[config.mk]
export PLATFORM = sky130hd
export DESIGN_NAME = exec_stage_flat
export DESIGN_NICKNAME = d
export VERILOG_FILES = /design/src/rtl/exec_pkg.sv /design/src/rtl/exec_if.sv /design/src/rtl/exec_regfile.sv /design/src/rtl/exec_stage.sv /design/src/flat_wrapper.sv
export SDC_FILE = /design/constraint.sdc
export NUM_CORES = 1
export LEC_CHECK = 0
export BUFFER_PORTS_ARGS = -buffer_cell sky130_fd_sc_hd__clkbuf_2
export CAP_MARGIN = 20
export CORE_MARGIN = 2
export CORE_UTILIZATION = 55
export DETAILED_ROUTE_END_ITERATION = 10
export PLACE_DENSITY = 0.91
export SYNTH_ARGS = -nofsm -noshare
export SYNTH_HDL_FRONTEND = slang
export SYNTH_SLANG_ARGS = --single-unit
export TNS_END_PERCENT = 30
[constraint.sdc]
create_clock -name clk -period 1.7 [get_ports clk]
set_input_delay 0.085 -clock clk [delete_from_list [all_inputs] [get_ports clk]]
set_output_delay 0.085 -clock clk [all_outputs]
set_load 0.02 [all_outputs]
[src/rtl/exec_pkg.sv]
// Shared definitions for the execute stage: opcodes, instruction field layout and FSM states.
// Instruction layout: [op | rd | rs | imm], MSB first.
package exec_pkg;

    localparam int unsigned OP_W        = 4;
    localparam int unsigned DATA_WIDTH  = 8;
    localparam int unsigned REG_IDX_W   = 2;
    localparam int unsigned IMM_LSB     = 0;
    localparam int unsigned RS_LSB      = IMM_LSB + DATA_WIDTH;
    localparam int unsigned RD_LSB      = RS_LSB + REG_IDX_W;
    localparam int unsigned OP_LSB      = RD_LSB + REG_IDX_W;
    localparam int unsigned INSTR_WIDTH = OP_LSB + OP_W;

    localparam logic [OP_W-1:0] OP_ADD = 4'h0;
    localparam logic [OP_W-1:0] OP_SUB = 4'h1;
    localparam logic [OP_W-1:0] OP_AND = 4'h2;
    localparam logic [OP_W-1:0] OP_OR  = 4'h3;
    localparam logic [OP_W-1:0] OP_XOR = 4'h4;
    localparam logic [OP_W-1:0] OP_SHL = 4'h5;
    localparam logic [OP_W-1:0] OP_SHR = 4'h6;
    localparam logic [OP_W-1:0] OP_EQ  = 4'h7;
    localparam logic [OP_W-1:0] OP_LDI = 4'h8;

    typedef enum logic [1:0] {IDLE, EXEC, WB} state_e;

    // The whole lower half of the opcode space is handed to the ALU.
    function automatic logic is_alu_op(input logic [OP_W-1:0] op);
        return !op[OP_W-1];
    endfunction

endpackage

[src/rtl/exec_if.sv]
// Bundle of the execute stage's instruction handshake, ALU bus, retire, flag and debug signals.
// slave is the execute stage; master is the upstream/ALU/debug side.
interface exec_if #(
    parameter int unsigned DATA_W     = 8,
    parameter int unsigned REG_ADDR_W = 2,
    parameter int unsigned INSTR_W    = 16
);
    logic                  instr_valid;
    logic                  instr_ready;
    logic [INSTR_W-1:0]    instr;
    logic [DATA_W-1:0]     alu_a;
    logic [DATA_W-1:0]     alu_b;
    logic [3:0]            alu_op;
    logic [DATA_W-1:0]     alu_result;
    logic                  alu_zero;
    logic                  alu_carry;
    logic                  retire_valid;
    logic [REG_ADDR_W-1:0] retire_rd;
    logic [DATA_W-1:0]     retire_data;
    logic                  retire_illegal;
    logic                  flag_z;
    logic                  flag_c;
    logic [REG_ADDR_W-1:0] dbg_addr;
    logic [DATA_W-1:0]     dbg_data;

    modport master (
        output instr_valid, instr, alu_result, alu_zero, alu_carry, dbg_addr,
        input  instr_ready, alu_a, alu_b, alu_op, retire_valid, retire_rd, retire_data,
               retire_illegal, flag_z, flag_c, dbg_data
    );

    modport slave (
        input  instr_valid, instr, alu_result, alu_zero, alu_carry, dbg_addr,
        output instr_ready, alu_a, alu_b, alu_op, retire_valid, retire_rd, retire_data,
               retire_illegal, flag_z, flag_c, dbg_data
    );
endinterface

[src/rtl/exec_regfile.sv]
// Small register file: two combinational operand read ports, one debug read port,
// one synchronous write port, asynchronously cleared.
module exec_regfile #(
    parameter int unsigned DATA_W     = 8,
    parameter int unsigned REG_ADDR_W = 2
) (
    input  logic                  clk,
    input  logic                  rst_n,
    input  logic [REG_ADDR_W-1:0] ra_addr,
    output logic [DATA_W-1:0]     ra_data,
    input  logic [REG_ADDR_W-1:0] rb_addr,
    output logic [DATA_W-1:0]     rb_data,
    input  logic [REG_ADDR_W-1:0] dbg_addr,
    output logic [DATA_W-1:0]     dbg_data,
    input  logic                  we,
    input  logic [REG_ADDR_W-1:0] waddr,
    input  logic [DATA_W-1:0]     wdata
);
    localparam int unsigned NREGS = 2 ** REG_ADDR_W;

    logic [DATA_W-1:0] regs_q [NREGS];

    always_ff @(posedge clk or negedge rst_n) begin
        if (!rst_n) begin
            for (int i = 0; i < NREGS; i++) begin
                regs_q[i] <= '0;
            end
        end else if (we) begin
            regs_q[waddr] <= wdata;
        end
    end

    assign ra_data  = regs_q[ra_addr];
    assign rb_data  = regs_q[rb_addr];
    assign dbg_data = regs_q[dbg_addr];

endmodule

[src/rtl/exec_stage.sv]
// Non-pipelined execute stage in front of an 8-bit combinational ALU: accepts one instruction,
// runs it through IDLE -> [EXEC] -> WB, writes back, updates Z/C and pulses retire.
module exec_stage import exec_pkg::*; #(
    parameter int unsigned DATA_W     = DATA_WIDTH,
    parameter int unsigned REG_ADDR_W = REG_IDX_W,
    parameter int unsigned INSTR_W    = INSTR_WIDTH
) (
    input  logic clk,
    input  logic rst_n,
    exec_if.slave bus
);
    state_e                state_q;
    logic [INSTR_W-1:0]    instr_q;
    logic [DATA_W-1:0]     res_q;
    logic                  zero_q;
    logic                  carry_q;
    logic                  flag_z_q;
    logic                  flag_c_q;
    logic                  retire_valid_q;
    logic [REG_ADDR_W-1:0] retire_rd_q;
    logic [DATA_W-1:0]     retire_data_q;
    logic                  retire_illegal_q;

    logic [OP_W-1:0]       op_q;
    logic [REG_ADDR_W-1:0] rd_q;
    logic [REG_ADDR_W-1:0] rs_q;
    logic [DATA_W-1:0]     imm_q;
    logic                  alu_q;
    logic                  illegal_q;
    logic [DATA_W-1:0]     ra_data;
    logic [DATA_W-1:0]     rb_data;
    logic                  wb_we;
    logic [DATA_W-1:0]     wb_data;
    logic                  in_exec;

    assign op_q      = instr_q[OP_LSB +: OP_W];
    assign rd_q      = instr_q[RD_LSB +: REG_ADDR_W];
    assign rs_q      = instr_q[RS_LSB +: REG_ADDR_W];
    assign imm_q     = instr_q[IMM_LSB +: DATA_W];
    assign alu_q     = is_alu_op(op_q);
    assign illegal_q = !alu_q && (op_q != OP_LDI);

    assign wb_we   = (state_q == WB) && !illegal_q;
    assign wb_data = alu_q ? res_q : imm_q;

    exec_regfile #(
        .DATA_W     (DATA_W),
        .REG_ADDR_W (REG_ADDR_W)
    ) u_regfile (
        .clk      (clk),
        .rst_n    (rst_n),
        .ra_addr  (rd_q),
        .ra_data  (ra_data),
        .rb_addr  (rs_q),
        .rb_data  (rb_data),
        .dbg_addr (bus.dbg_addr),
        .dbg_data (bus.dbg_data),
        .we       (wb_we),
        .waddr    (rd_q),
        .wdata    (wb_data)
    );

    // ALU inputs are only meaningful in EXEC; elsewhere they are held at zero.
    assign in_exec     = (state_q == EXEC);
    assign bus.alu_a   = in_exec ? ra_data : '0;
    assign bus.alu_b   = in_exec ? rb_data : '0;
    assign bus.alu_op  = in_exec ? op_q : '0;

    assign bus.instr_ready    = (state_q == IDLE);
    assign bus.flag_z         = flag_z_q;
    assign bus.flag_c         = flag_c_q;
    assign bus.retire_valid   = retire_valid_q;
    assign bus.retire_rd      = retire_rd_q;
    assign bus.retire_data    = retire_data_q;
    assign bus.retire_illegal = retire_illegal_q;

    always_ff @(posedge clk or negedge rst_n) begin
        if (!rst_n) begin
            state_q          <= IDLE;
            instr_q          <= '0;
            res_q            <= '0;
            zero_q           <= 1'b0;
            carry_q          <= 1'b0;
            flag_z_q         <= 1'b0;
            flag_c_q         <= 1'b0;
            retire_valid_q   <= 1'b0;
            retire_rd_q      <= '0;
            retire_data_q    <= '0;
            retire_illegal_q <= 1'b0;
        end else begin
            retire_valid_q   <= 1'b0;
            retire_rd_q      <= '0;
            retire_data_q    <= '0;
            retire_illegal_q <= 1'b0;
            unique case (state_q)
                IDLE: begin
                    if (bus.instr_valid) begin
                        instr_q <= bus.instr;
                        state_q <= is_alu_op(bus.instr[OP_LSB +: OP_W]) ? EXEC : WB;
                    end
                end
                EXEC: begin
                    res_q   <= bus.alu_result;
                    zero_q  <= bus.alu_zero;
                    carry_q <= bus.alu_carry;
                    state_q <= WB;
                end
                WB: begin
                    if (alu_q) begin
                        flag_z_q <= zero_q;
                        flag_c_q <= carry_q;
                    end
                    retire_valid_q   <= 1'b1;
                    retire_rd_q      <= rd_q;
                    retire_data_q    <= illegal_q ? '0 : wb_data;
                    retire_illegal_q <= illegal_q;
                    state_q          <= IDLE;
                end
                default: state_q <= IDLE;
            endcase
        end
    end

endmodule

[src/flat_wrapper.sv]
// flat-port wrapper written by rule: the top's interface ports become plain ports
module exec_stage_flat import exec_pkg::*;
#(
    parameter int unsigned DATA_W     = DATA_WIDTH,
    parameter int unsigned REG_ADDR_W = REG_IDX_W,
    parameter int unsigned INSTR_W    = INSTR_WIDTH
)
  (clk, rst_n, bus_instr_valid, bus_instr, bus_alu_result, bus_alu_zero, bus_alu_carry, bus_dbg_addr, bus_instr_ready, bus_alu_a, bus_alu_b, bus_alu_op, bus_retire_valid, bus_retire_rd, bus_retire_data, bus_retire_illegal, bus_flag_z, bus_flag_c, bus_dbg_data);
  exec_if #(.DATA_W(DATA_W), .REG_ADDR_W(REG_ADDR_W), .INSTR_W(INSTR_W)) bus_i ();
  input  logic clk;
  input  logic rst_n;
  input wire logic [$bits(bus_i.instr_valid)-1:0] bus_instr_valid;
  input wire logic [$bits(bus_i.instr)-1:0] bus_instr;
  input wire logic [$bits(bus_i.alu_result)-1:0] bus_alu_result;
  input wire logic [$bits(bus_i.alu_zero)-1:0] bus_alu_zero;
  input wire logic [$bits(bus_i.alu_carry)-1:0] bus_alu_carry;
  input wire logic [$bits(bus_i.dbg_addr)-1:0] bus_dbg_addr;
  output wire logic [$bits(bus_i.instr_ready)-1:0] bus_instr_ready;
  output wire logic [$bits(bus_i.alu_a)-1:0] bus_alu_a;
  output wire logic [$bits(bus_i.alu_b)-1:0] bus_alu_b;
  output wire logic [$bits(bus_i.alu_op)-1:0] bus_alu_op;
  output wire logic [$bits(bus_i.retire_valid)-1:0] bus_retire_valid;
  output wire logic [$bits(bus_i.retire_rd)-1:0] bus_retire_rd;
  output wire logic [$bits(bus_i.retire_data)-1:0] bus_retire_data;
  output wire logic [$bits(bus_i.retire_illegal)-1:0] bus_retire_illegal;
  output wire logic [$bits(bus_i.flag_z)-1:0] bus_flag_z;
  output wire logic [$bits(bus_i.flag_c)-1:0] bus_flag_c;
  output wire logic [$bits(bus_i.dbg_data)-1:0] bus_dbg_data;
  assign bus_i.instr_valid = bus_instr_valid;
  assign bus_i.instr = bus_instr;
  assign bus_i.alu_result = bus_alu_result;
  assign bus_i.alu_zero = bus_alu_zero;
  assign bus_i.alu_carry = bus_alu_carry;
  assign bus_i.dbg_addr = bus_dbg_addr;
  assign bus_instr_ready = bus_i.instr_ready;
  assign bus_alu_a = bus_i.alu_a;
  assign bus_alu_b = bus_i.alu_b;
  assign bus_alu_op = bus_i.alu_op;
  assign bus_retire_valid = bus_i.retire_valid;
  assign bus_retire_rd = bus_i.retire_rd;
  assign bus_retire_data = bus_i.retire_data;
  assign bus_retire_illegal = bus_i.retire_illegal;
  assign bus_flag_z = bus_i.flag_z;
  assign bus_flag_c = bus_i.flag_c;
  assign bus_dbg_data = bus_i.dbg_data;
  exec_stage #(.DATA_W(DATA_W), .REG_ADDR_W(REG_ADDR_W), .INSTR_W(INSTR_W)) u_core (.clk(clk), .rst_n(rst_n), .bus(bus_i));
endmodule
==> out/metrics.cfg <==
[outcome]
status = complete, but fails checks
violations = setup timing

[clock_tree]
clk_pin_slew_worst_paths_ns = 0.08
clk_path_buf_depth = 2
clkLatencyLatePin_ns = 0.36
cts.htree.levels = 3
cts.sinks = 74
cts_root_buffer = clkbuf_8
cts_tree = done
cts_made_buffers = 9

[cells_and_area]
area_delta_synth_final_pct = 33.1
diodes = 0
fin_util = 0.751
final_area_um2 = 4740
drive_above_1_share = 0.631
final_cells = 421
layout.nets = 371

[pwr]
p_per_area_nw_per_um2 = 1430
ir_drop_uv = 769
total_leakage_power_nw = 2.21

[sta]
fin_crit_sh = 1.07
final-setup-viol-count = 16
final-hold-violation-count = 0
skew_ns = 0.0132
slew_headroom = 0.726
rsz0062_at_grt = true
slew_viol_final = 0
fin_setup_tns_ns = -1.68
worst_slew_pin_slew_ns = 0.411
layout_setup_ws_ns = -0.127
max_freq_mhz = 547
fin_crit_ns = 1.83

[global_route]
grt_max_degree = 75
grt_pass1_wl_um = 13500
antenna_found_initial = 0
grt_usage = 0.250
overflow = 0
grt_pass1_vias = 2589

[synth]
ys_ff_latch = 74
yosys_warnings = 0
synth.area.top_cells = dfrtp_1 (52%), mux2_2 (21%), mux4_2 (15%)
ys_seq_area_frac = 0.520
synth_top_area_frac = 0.520
synth_fp_nets = 258
synth_cell_types = 19
syn_inst = 227
synth_top_area_cell = dfrtp_1
post_synth.cell_area_avg_um2 = 15.7
synth_area_um2 = 3560

[route]
drt_pre_antenna_iters = 4
wl_per_cell_um = 20.5
drt-total-wl_um = 8650
route.detailed.drc = 0
vias = 2445
drtAntennaViolNets = 0
drtIter0Drc = 194
via_per_inst = 5.81

[setup_path]
cpPeakStageDelay_ns = 0.48
path_buf_inv = 2
cp.arrival_ns = 1.74
cp_slowest_cell = mux4_2
path_cells = clkbuf_16 -> mux4_2 -> and2_4 -> buf_6
crit_type = flop to output port
worst_ep_required_time_ns = 1.62
crit_family = multiplexers
cp-start-kind = flop
end_kind = output port
cp_num_cells = 4
cp_max_fo = 5
reg2regPathDepth = 5

[flow_run]
maxCapViolCount = 0

[placed_design]
dp_slack_ns = 0.00352
dp.cells = 376
place.gp.congestion = 0.763
hpwl_um = 5020
port_buffers = 73
place_area_um2 = 4070

[floorplan]
die_h_um = 84.5
chipWidth_um = 84.5
core_area_um2 = 6310
initial_core_util = 0.564
dieArea_um2 = 7140
io_pins = 74
rows = 29

[min_path]
hp-class = primary input to asynchronous set/reset pin

-- registers in the layout, summed over array words and instances, names as in the netlist --
| signal | flops |
|---|---|
| u_core.u_regfile.regs_q | 32 |
| u_core.bus.retire_data | 8 |
| u_core.bus.flag_z | 1 |
| u_core.bus.retire_valid | 1 |
| u_core.state_q | 2 |
| u_core.carry_q | 1 |
| u_core.res_q | 8 |
| u_core.zero_q | 1 |
| u_core.bus.retire_illegal | 1 |
| u_core.instr_q | 16 |
| u_core.bus.flag_c | 1 |
| u_core.bus.retire_rd | 2 |
-- worst register-to-register path, stage by stage, from the launching register on --
cell and delay, ns:
dfrtp_1 0.44, nand2b_4 0.18, inv_2 0.17, and4_1 0.22
buf_4 0.20, mux2_2 0.37
-- power breakdown --
| group | switching, mW | internal, mW | leakage, nW |
|---|---|---|---|
| Clock | 0.654 | 0.750 | 0.101 |
| Sequential | 0.522 | 2.34 | 0.915 |
| Combinational | 1.05 | 1.46 | 1.20 |
| Total | 2.22 | 4.55 | 2.21 |
-- timing repair --
action,CTS,global route
cloned,0,1
hold endpoints to repair,101,0
hold buffers,28,0
resized for setup,6,54
setup buffers,1,0
pin swaps,1,3
setup endpoints to repair,24,33
-- layout make-up --
class                           count  area, um2
Multi-Input combinational cell    137       1680
Clock buffer                       11        151
Tap cell                           77       96.3
Sequential cell                    74       1850
Inverter                            1       3.75
Timing Repair Buffer              117        905
Fill cell                         372       1570
Clock inverter                      4       51.3
-- cells in the final DEF, fill, tap and decap left out --
| cell type | instances |
|---|---|
| dfrtp_1 | 73 |
| mux2_2 | 68 |
| clkbuf_2 | 58 |
| dlygate4sd3_1 | 28 |
| mux4_2 | 24 |
| buf_6 | 15 |
| and2_4 | 13 |
| clkbuf_8 | 11 |
| and2_1 | 10 |
| buf_4 | 10 |
| and3_1 | 8 |
| nor2_1 | 5 |
| nand4b_4 | 2 |
| buf_2 | 2 |
| buf_12 | 2 |
| nand2b_4 | 1 |
| inv_2 | 1 |
| o31ai_4 | 1 |
| nor2b_2 | 1 |
| and4_1 | 1 |
| nor2b_1 | 1 |
| nand3_4 | 1 |
| a21oi_1 | 1 |
| clkinv_2 | 1 |
| clkinvlp_4 | 1 |
| clkinv_4 | 1 |
| bufinv_16 | 1 |
| clkbuf_16 | 1 |
| buf_8 | 1 |
| dfrtp_2 | 1 |
-- logic make-up (layout without fill, tap and decap cells) --
kind of cell	count (synthesis)	after routing	share of synthesized area
buffers and inverters	16	133	0.0253
AO/OA/AOI/OAI	2	2	0.00737
AND/OR/NAND/NOR	43	43	0.0808
multiplexers	92	92	0.367
flip-flops	74	74	0.520
-- metrics by stage --
step           power (mW)  hold slack (ns)
6_report             6.77            0.303
5_1_grt              7.10            0.344
4_1_cts              6.57            0.298
3_5_place_dp         5.10            0.144
3_3_place_gp         4.99            0.138
2_1_floorplan        4.41           -0.211
-- final timing paths --
check	from	endpoint	slack, ns
setup / recovery	u_core.instr_q[10]	bus_alu_a[4]	-0.13
hold / removal	rst_n	u_core.carry_q	0.30
setup reg to reg	u_core.state_q[0]	u_core.u_regfile.regs_q[4]	0.02
hold reg to reg	u_core.instr_q[6]	u_core.instr_q[6]	0.52
max in group asynchronous	rst_n	u_core.instr_q[10]	1.08
min in group clk	bus_instr[6]	u_core.instr_q[6]	0.50
-- synth_stat cells (all sizes together) --
cell    number
clkbuf       4
nor2b        2
nor2         5
nand4b       2
buf         11
o31ai        1
nand2b       1
a21oi        1
and2        23
and3         8
dfrtp       74
mux4        24
and4         1
inv          1
mux2        68
nand3        1
-- metal layers --
metal | global-route usage | wire, um | vias to the layer above
li1 | - | - | 1064
met2 | 0.431 | 4500 | 100
met5 | 0 | 0 | -
met3 | 0.0570 | 517 | 16
met4 | 0.0837 | 206 | 0
met1 | 0.316 | 3420 | 1265
Note: power is estimated with default switching activity, not from simulation.
